$ cat src/rtl/f8_alu_seq.sv
// f8_alu_seq: multi-byte ADD/SUB/INC/CMP sequencer over the 64-byte scratchpad, built on the 3850 ALU.
// Define F8_ALU_SEQ_CMP_EN to execute CMP; otherwise op 3 completes immediately without touching state.
package f8_alu_pkg;
   typedef enum logic [1:0] {ALU_ADD, ALU_LINK, ALU_COM} alu_op_e;
endpackage

module f8_3850_alu
   import f8_alu_pkg::*;
(
   input  alu_op_e    op,
   input  logic [7:0] left,
   input  logic [7:0] right,
   input  logic       c_in,
   output logic [7:0] result,
   output logic       c,
   output logic       ov,
   output logic       z,
   output logic       s
);
   logic [7:0] addend;
   logic       cin;
   logic [8:0] sum;

   always_comb begin
      addend = '0;
      cin    = 1'b0;
      case (op)
         ALU_ADD:  addend = right;
         ALU_LINK: cin    = c_in;
         default:  ;
      endcase
      sum = {1'b0, left} + {1'b0, addend} + {8'b0, cin};
      if (op == ALU_COM) begin
         result = ~left;
         c      = 1'b0;
         ov     = 1'b0;
      end else begin
         result = sum[7:0];
         c      = sum[8];
         ov     = (left[7] == addend[7]) && (result[7] != left[7]);
      end
      z = (result == '0);
      s = ~result[7];
   end
endmodule

module f8_alu_seq
   import f8_alu_pkg::*;
#(
   parameter int unsigned LEN_W = 4
) (
   input  logic             clk,
   input  logic             reset,
   input  logic             cmd_valid,
   output logic             cmd_ready,
   input  logic [1:0]       cmd_op,
   input  logic [5:0]       cmd_dst,
   input  logic [5:0]       cmd_src,
   input  logic [LEN_W-1:0] cmd_len,
   output logic [5:0]       sp_addr,
   output logic             sp_rd_en,
   input  logic [7:0]       sp_rdata,
   output logic             sp_we,
   output logic [7:0]       sp_wdata,
   output logic             done,
   output logic [3:0]       w_flags
);
   typedef enum logic [3:0] {
      S_IDLE, S_RD_D, S_RD_S, S_LATCH, S_COMP, S_ADD, S_LINK, S_WRITE, S_DONE
   } state_e;
   typedef enum logic [1:0] {OP_ADD, OP_SUB, OP_INC, OP_CMP} op_e;

   state_e           state_q, state_d;
   op_e              op_q, op_d;
   logic [5:0]       dst_q, dst_d, src_q, src_d;
   logic [LEN_W:0]   cnt_q, cnt_d;
   logic [LEN_W-1:0] idx_q, idx_d;
   logic [7:0]       l_q, l_d, r_q, r_d;
   logic             cy_q, cy_d, zacc_q, zacc_d;
   logic             c1_q, c1_d, ov1_q, ov1_d, ovm_q, ovm_d, sm_q, sm_d;
   logic             upd_q, upd_d;
   logic             cmd_ready_q, cmd_ready_d, done_q, done_d;
   logic [3:0]       w_flags_q, w_flags_d;
   logic             sp_rd_en_q, sp_rd_en_d, sp_we_q, sp_we_d;
   logic [5:0]       sp_addr_q, sp_addr_d;
   logic [7:0]       sp_wdata_q, sp_wdata_d;

   alu_op_e    alu_op;
   logic [7:0] alu_left, alu_res;
   logic       alu_c, alu_ov, alu_z, alu_s;
   logic       last, c1_eff, ov1_eff;

   f8_3850_alu u_alu (
      .op     (alu_op),
      .left   (alu_left),
      .right  (r_q),
      .c_in   (cy_q),
      .result (alu_res),
      .c      (alu_c),
      .ov     (alu_ov),
      .z      (alu_z),
      .s      (alu_s)
   );

   always_comb begin
      alu_op   = ALU_ADD;
      alu_left = l_q;
      case (state_q)
         S_COMP: begin
            alu_op   = ALU_COM;
            alu_left = r_q;
         end
         S_LINK:  alu_op = ALU_LINK;
         default: ;
      endcase
   end

   assign last    = ((LEN_W+1)'(idx_q) + (LEN_W+1)'(1)) == cnt_q;
   assign c1_eff  = (op_q == OP_INC) ? 1'b0 : c1_q;
   assign ov1_eff = (op_q == OP_INC) ? 1'b0 : ov1_q;

   always_comb begin
      state_d   = state_q;
      op_d      = op_q;
      dst_d     = dst_q;
      src_d     = src_q;
      cnt_d     = cnt_q;
      idx_d     = idx_q;
      l_d       = l_q;
      r_d       = r_q;
      cy_d      = cy_q;
      zacc_d    = zacc_q;
      c1_d      = c1_q;
      ov1_d     = ov1_q;
      ovm_d     = ovm_q;
      sm_d      = sm_q;
      upd_d     = upd_q;
      w_flags_d = w_flags_q;

      case (state_q)
         S_IDLE: if (cmd_valid) begin
            op_d   = op_e'(cmd_op);
            dst_d  = cmd_dst;
            src_d  = cmd_src;
            cnt_d  = (cmd_len == '0) ? {1'b1, {LEN_W{1'b0}}} : (LEN_W+1)'(cmd_len);
            idx_d  = '0;
            cy_d   = (op_e'(cmd_op) != OP_ADD);
            zacc_d = 1'b1;
`ifdef F8_ALU_SEQ_CMP_EN
            upd_d   = 1'b1;
            state_d = S_RD_D;
`else
            upd_d   = (op_e'(cmd_op) != OP_CMP);
            state_d = (op_e'(cmd_op) == OP_CMP) ? S_DONE : S_RD_D;
`endif
         end
         S_RD_D:  state_d = (op_q == OP_INC) ? S_LATCH : S_RD_S;
         S_RD_S: begin
            l_d     = sp_rdata;
            state_d = S_LATCH;
         end
         S_LATCH: begin
            if (op_q == OP_INC) begin
               l_d     = sp_rdata;
               state_d = S_LINK;
            end else begin
               r_d     = sp_rdata;
               state_d = (op_q == OP_ADD) ? S_ADD : S_COMP;
            end
         end
         S_COMP: begin
            r_d     = alu_res;
            state_d = S_ADD;
         end
         S_ADD: begin
            l_d     = alu_res;
            c1_d    = alu_c;
            ov1_d   = alu_ov;
            state_d = S_LINK;
         end
         S_LINK: begin
            l_d    = alu_res;
            cy_d   = c1_eff | alu_c;
            zacc_d = zacc_q & alu_z;
            if (last) begin
               ovm_d = ov1_eff ^ alu_ov;
               sm_d  = alu_s;
            end
            if (op_q != OP_CMP) begin
               state_d = S_WRITE;
            end else if (last) begin
               state_d = S_DONE;
            end else begin
               idx_d   = idx_q + LEN_W'(1);
               state_d = S_RD_D;
            end
         end
         S_WRITE: begin
            if (last) begin
               state_d = S_DONE;
            end else begin
               idx_d   = idx_q + LEN_W'(1);
               state_d = S_RD_D;
            end
         end
         S_DONE:  state_d = S_IDLE;
         default: state_d = S_IDLE;
      endcase

      if (state_d == S_DONE && state_q != S_DONE && upd_d)
         w_flags_d = {ovm_d, zacc_d, cy_d, sm_d};

      // Outputs are registered but decoded from the next state, so they still appear in the state's own cycle.
      cmd_ready_d = (state_d == S_IDLE);
      done_d      = (state_d == S_DONE);
      sp_rd_en_d  = (state_d == S_RD_D) || (state_d == S_RD_S);
      sp_we_d     = (state_d == S_WRITE);
      sp_wdata_d  = (state_d == S_WRITE) ? l_d : '0;
      case (state_d)
         S_RD_D, S_WRITE: sp_addr_d = dst_d + 6'(idx_d);
         S_RD_S:          sp_addr_d = src_d + 6'(idx_d);
         default:         sp_addr_d = '0;
      endcase
   end

   always_ff @(posedge clk) begin
      if (reset) begin
         state_q     <= S_IDLE;
         op_q        <= OP_ADD;
         dst_q       <= '0;
         src_q       <= '0;
         cnt_q       <= '0;
         idx_q       <= '0;
         l_q         <= '0;
         r_q         <= '0;
         cy_q        <= 1'b0;
         zacc_q      <= 1'b0;
         c1_q        <= 1'b0;
         ov1_q       <= 1'b0;
         ovm_q       <= 1'b0;
         sm_q        <= 1'b0;
         upd_q       <= 1'b0;
         cmd_ready_q <= 1'b1;
         done_q      <= 1'b0;
         w_flags_q   <= '0;
         sp_rd_en_q  <= 1'b0;
         sp_we_q     <= 1'b0;
         sp_addr_q   <= '0;
         sp_wdata_q  <= '0;
      end else begin
         state_q     <= state_d;
         op_q        <= op_d;
         dst_q       <= dst_d;
         src_q       <= src_d;
         cnt_q       <= cnt_d;
         idx_q       <= idx_d;
         l_q         <= l_d;
         r_q         <= r_d;
         cy_q        <= cy_d;
         zacc_q      <= zacc_d;
         c1_q        <= c1_d;
         ov1_q       <= ov1_d;
         ovm_q       <= ovm_d;
         sm_q        <= sm_d;
         upd_q       <= upd_d;
         cmd_ready_q <= cmd_ready_d;
         done_q      <= done_d;
         w_flags_q   <= w_flags_d;
         sp_rd_en_q  <= sp_rd_en_d;
         sp_we_q     <= sp_we_d;
         sp_addr_q   <= sp_addr_d;
         sp_wdata_q  <= sp_wdata_d;
      end
   end

   assign cmd_ready = cmd_ready_q;
   assign done      = done_q;
   assign w_flags   = w_flags_q;
   assign sp_rd_en  = sp_rd_en_q;
   assign sp_we     = sp_we_q;
   assign sp_addr   = sp_addr_q;
   assign sp_wdata  = sp_wdata_q;
endmodule

$ cat config.mk
export PLATFORM = sky130hd
export DESIGN_NAME = f8_alu_seq
export DESIGN_NICKNAME = d
export VERILOG_FILES = /design/src/rtl/f8_alu_seq.sv
export SDC_FILE = /design/constraint.sdc
export NUM_CORES = 1
export LEC_CHECK = 0
export BUFFER_PORTS_ARGS = -buffer_cell sky130_fd_sc_hd__buf_2
export CAP_MARGIN = 0
export CORE_MARGIN = 5
export CORE_UTILIZATION = 52
export CTS_CLUSTER_SIZE = 25
export DETAILED_ROUTE_END_ITERATION = 8
export PLACE_DENSITY = 0.76
export REMOVE_ABC_BUFFERS = 1
export SKIP_CTS_REPAIR_TIMING = 1
export SLEW_MARGIN = 20
export SYNTH_ARGS = -nofsm -noshare
export SYNTH_HDL_FRONTEND = slang
export SYNTH_SLANG_ARGS = --single-unit
$ cat constraint.sdc
create_clock -name clk -period 4.6 [get_ports clk]
set_clock_uncertainty 0.1 [all_clocks]
set_input_delay 0 -clock clk [delete_from_list [all_inputs] [get_ports clk]]
set_output_delay 0 -clock clk [all_outputs]
set_load 0.1 [all_outputs]
## Word-level counts from Yosys, hierarchy flattened

Index checks and enable logic that the tools add are counted.

| storage, ports and cells | value |
|---|---|
| bits in registers | 72 |
| input bits | 29 |
| output and inout bits | 22 |
| word-level logic and storage cells | 114 |

| cells by class | value |
|---|---|
| add/sub/neg operators | 6 |
| equal/unequal tests | 22 |
| muxes and demuxes | 41 |
| bitwise logic cells | 6 |
| reduce and logical (&&, ||, !) cells | 17 |

Operators by type and width:

| operator | number |
|---|---|
| 2-to-1 mux 8 bit | 5 |
| case mux 4 bit (8 select lines) | 1 |
| 2-to-1 mux 4 bit | 7 |
| 2-to-1 mux 6 bit | 4 |
| case mux 8 bit (3 select lines) | 1 |
| equality test 4 x 3 -> 1 bit (second input constant) | 5 |
| case mux 8 bit (2 select lines) | 1 |
| 2-to-1 mux 1 bit | 15 |
| adder 6 x 4 -> 6 bit | 2 |
| equality test 4 x 2 -> 1 bit (second input constant) | 3 |
| logical NOT 4 bit | 3 |
| case mux 4 bit (3 select lines) | 1 |
| case mux 6 bit (2 select lines) | 1 |
| adder 8 x 8 -> 9 bit | 1 |
| adder 9 x 1 -> 9 bit | 1 |
| equality test 4 x 1 -> 1 bit (second input constant) | 2 |
| logical NOT 8 bit | 1 |
| NOT 8 bit | 1 |
| equality test 2 bit (second input constant) | 3 |
| != test 2 bit (second input constant) | 3 |
| OR reduction 2 bit | 3 |
| adder 4 x 1 -> 5 bit (second input constant) | 1 |
| equality test 5 bit | 1 |
| 2-to-1 mux 5 bit | 1 |
| 18 further kinds | 25 |

## Depth between registers and ports, before layout

| depth | value |
|---|---|
| depth in word-level cells | 12 |
| depth in mapped cells | 17 |

## Cells and area by module

Synthesis repeated with hierarchy kept, for this count alone.

| second synthesis, totals | value |
|---|---|
| cells, all modules | 442 |
| area, all modules | 3890.0 um^2 |

Modules (own cells, without submodules):

| module | instances | cells an instance | area an instance (um^2) | seq. area each (um^2) |
|---|---|---|---|---|
| f8_alu_seq | 1 | 356 | 3256.9 | 1441.4 |
| f8_3850_alu | 1 | 86 | 633.1 | 0.0 |

## Least setup slack after synthesis

No wires, ideal clock.

| timing path | value |
|---|---|
| kind | reg-to-reg |
| from | register state_q[1] |
| to | register w_flags_q[2] (netlist: w_flags[2]) |
| setup time | 0.080 ns |
| data arrival time | 4.143 ns |
| data required time | 4.420 ns |
| path slack | 0.277 ns |
| cell stages (with the launch flop) | 17 |
| buffers on the path | 4 |
| period minus slack after synthesis | 4.323 ns |
| cell sequence | dfxtp_1 > buf_2 > or4b_2 > buf_2 > clkbuf_1 > clkbuf_1 > mux2i_1 > fa_1 > fa_1 > xor2_1 > mux2i_1 > or3_1 > a311oi_1 > o211ai_1 > a311oi_1 > a21oi_1 > a211oi_2 |

| on the way | value |
|---|---|
| word-level cells in the longest chain between the ends | 10 |

RTL lines:

| element | line | source |
|---|---|---|
| start: declaration | 73 | `state_e state_q, state_d;` |
| start signal: assignment | 251 | `state_q <= state_d;` |
| equality test 4 x 3 -> 1 bit | 108, 140 |  |
| case mux 2 bit (2 select lines) | 108 | `case (state_q)` |
| logical NOT 2 bit | 27 | `case (op)` |
| 2-to-1 mux 8 bit | 27 |  |
| adder 8 x 8 -> 9 bit | 32 | `sum = {1'b0, left} + {1'b0, addend} + {8'b0, cin};` |
| adder 9 x 1 -> 9 bit | 32 |  |
| 2-to-1 mux 8 bit | 33 | `if (op == ALU_COM) begin` |
| logical NOT 8 bit | 42 | `z = (result == '0);` |
| AND 1 bit | 184 | `zacc_d = zacc_q & alu_z;` |
| case mux 1 bit (2 select lines) | 140 | `case (state_q)` |
| end signal: assignment | 268 | `w_flags_q <= w_flags_d;` |
| end: declaration | 83 | `logic [3:0] w_flags_q, w_flags_d;` |

Parallel ways exist; a longest one is shown, timed or not.
A chain may end at the register's enable or synchronous reset.

## Worst setup path in the final report

| timing path | value |
|---|---|
| from | register state_q[3] |
| to | register w_flags_q[2] (netlist: w_flags[2]) |

The elaborated chain is that of the path after synthesis.

==> metrics.yaml <==
synth:
  synth-xor-area-share_pct: 2.78
  ys_types: 54
  synthMuxAreaShare_pct: 3.57
  synth_top_family_by_area: "simple AND/OR/NAND/NOR gates"
  yosys-top-cells-area: "dfxtp_1, nand2_1, nor2_1"
  yosys.area.top_type: "dfxtp_1"
  synth_compound_area_share_pct: 20.2
  syn_area_mm2: 0.00379
  synth-seq-cells: 72
  synthSimpleGateAreaFrac_pct: 25.8
  synthAdderAreaFrac_pct: 5.55
  synth.top_cell.area_share_pct: 38.1
  ys_async_sr_fraction_pct: 0
  synthCells: 477
  yosysWarningCount: 0
  synth.avg_cell_area_um2: 7.94
  seq_area_frac_synth_pct: 38.1
  synth_flop_cell: "dfxtp_1"
  synth_edf_count: 0
critical_path:
  crit_arrival_ns: 4.19
  crit_fanout: 9
  critPathKind: "reg2reg"
  start_kind: "register"
  critPathSlowestCell: "or4b_2"
  critical-path-top-delay-family: "simple AND/OR/NAND/NOR gates"
  required_ns: 4.76
  path_cells: "or4b_2, mux2i_1, fa_1, fa_1, xor2_1, mux2i_1, or3_1, a311oi_1, o211ai_1, a311oi_1, a21oi_1, a211oi_2"
  endpoint_kind: "register"
  slowest_delay_ns: 0.68
  path_buf_inv: 0
routing:
  drc_errors: 0
  wl_per_cell_um: 14.7
  dr.pass1.iters: 6
  drtIter0Drc: 268
  wl_um: 9620
  via_count: 3659
  via_per_inst: 5.58
  ant_nets: 0
clock_tree:
  cts_root_buffer: "clkbuf_8"
  cts_sinks: 72
  cts_tree: "done"
  cts_max_level: 3
  clk_pin_slew_worst_paths_ns: 0.08
  clk_latency_ns: 0.34
  cts-buffers-inserted: 9
  clockBufferDepth: 2
power:
  p_comb_share_pct: 28.9
  ir_drop_mv: 0.161
  p_leak_nw: 2.02
  power_frac_clock_pct: 28.5
  switching_power_uw: 562
  p_int_mw: 1.07
  switching_share_pct: 34.4
  power_density_mw_per_mm2: 356
  p_seq_share_pct: 42.6
placed_design:
  port_buffers: 50
  gp_congestion: 0.906
  place_ws_ns: 0.599
  place_inst: 614
  dp_hpwl_um: 6720
finish:
  nNetsFinal: 596
  drive_gt1_share_pct: 15.6
  area_delta_synth_final_pct: 21.1
  diodes: 0
  mostFrequentLayoutCells: "nand2_1, nor2_1, dfxtp_1"
  fill_cells: 614
  final_common_cell: "nand2_1"
  stdcell_count: 656
sta:
  rsz0062_at_grt: "no"
  final.setup.tns_ns: 0
  fin_ws_ns: 0.574
  setup_viol: 0
  max_slew_margin_pct: 46.3
  fin_hold_ws_ns: 0.149
  min_period_ns: 4.03
  finalHoldViolations: 0
  fmax_mhz: 248
  finalCritPeriodShare_pct: 87.5
  worst_pin_slew_ns: 0.803
  final_max_slew_viol_count: 0
floorplan:
  core_area_mm2: 0.00718
  dieArea_mm2: 0.00909
  fp.dieW_um: 95.3
  pin_count: 51
  fp.dieH_um: 95.3
  rows: 31
  start_util_pct: 52.8
global_routing:
  grt_max_degree: 59
  antenna_found_initial: 0
  grt_pass1_wl_um: 15000
  grt_overflow: 0
  grtUsageTotal_pct: 21.2
  grt_pass1_vias: 3262
run:
  maxCapViolCount: 0
status:
  status: "completed"
hold_path:
  hp-class: "in2reg"
[worst register-to-register path, stage by stage, from the launching register on]
cell and delay (ns):
dfxtp_1 0.41, or4b_2 0.69, mux2i_1 0.18, fa_1 0.48, fa_1 0.42, xor2_1 0.18
mux2i_1 0.13, or3_1 0.36, a311oi_1 0.26, o211ai_1 0.13, a311oi_1 0.26, a21oi_1 0.13
a211oi_2 0.22
[logic make-up after synthesis]
| kind of cell | count (synthesis) |
|---|---|
| adder cells (fa/ha/maj) | 15 |
| AO/OA/AOI/OAI | 115 |
| flip-flops | 72 |
| AND/OR/NAND/NOR | 214 |
| buffers and inverters | 36 |
| XOR/XNOR | 12 |
| multiplexers | 13 |
[power groups by stage]
stage / Sequential, mW / Combinational, mW / Clock, mW
floorplan: 0.801 / 0.239 / 0
global placement: 0.708 / 0.439 / 0
detailed placement: 0.709 / 0.449 / 0
CTS: 0.695 / 0.451 / 0.474
global route: 0.700 / 0.515 / 0.502
finish: 0.696 / 0.471 / 0.465
[through the flow]
step	utilization, %	instance area, um2	power, mW
after CTS	60.3	4330	1.62
after detailed placement	57.7	4140	1.16
after global routing	63.9	4590	1.72
after global placement	57.7	4140	1.15
final	63.9	4590	1.63
after floorplan	-	3690	1.04
[path summary, 6_finish.rpt]
path	start	to	slack, ns	cells after the start
worst max-delay path	state_q[3]$_SDFF_PP0_	w_flags[2]$_SDFFE_PP0P_	0.57	12
worst min-delay path	cmd_valid	src_q[1]$_SDFF_PP0_	0.15	6
worst max register to register	state_q[3]$_SDFF_PP0_	w_flags[2]$_SDFFE_PP0P_	0.57	12
worst min register to register	dst_q[4]$_SDFF_PP0_	dst_q[4]$_SDFF_PP0_	0.36	2
[flip-flops by register name (all words and copies together), names as in the netlist, 2 cells and up]
name / cells
l_q: 8
r_q: 8
sp_wdata: 8
dst_q: 6
sp_addr: 6
src_q: 6
cnt_q: 5
idx_q: 4
state_q: 4
w_flags: 4
op_q: 2
[per-layer routing]
layer	wire length [um]	global-route usage, %	share of wire, %
met2	4660	36.3	48
met4	277	9.50	2.9
met1	4170	25.4	43
met5	0	0	0
met3	509	4.42	5.3
[cell usage after synthesis, types with 3 or more instances]
cell	instances
nand3_1	11
nor2_1	72
nor3_1	10
a221oi_1	9
a222oi_1	5
and2b_1	6
xnor2_1	5
fa_1	3
o21ai_0	18
mux2_2	4
dfxtp_1	72
or4_1	3
a21o_1	6
a211oi_1	5
and2_1	5
clkbuf_1	14
a311oi_1	3
a21oi_1	40
inv_1	14
mux2i_1	9
nand2b_1	6
buf_2	7
ha_1	12
nand2_1	78
o211ai_1	6
a31oi_1	3
xor2_1	7
nor2b_1	11
[cell type report]
type                       instances  area [um2]  share of cell area, %
inverter                          14        52.6                   1.15
timing repair buffer              86         586                   12.8
sequential                        72        1440                   31.4
clock inverter                     2        12.5                  0.273
clock buffer                      14         173                   3.76
multi-input combinational        369        2200                   47.9
tap                               99         124                   2.70
Power figures use the tool's default switching activity.
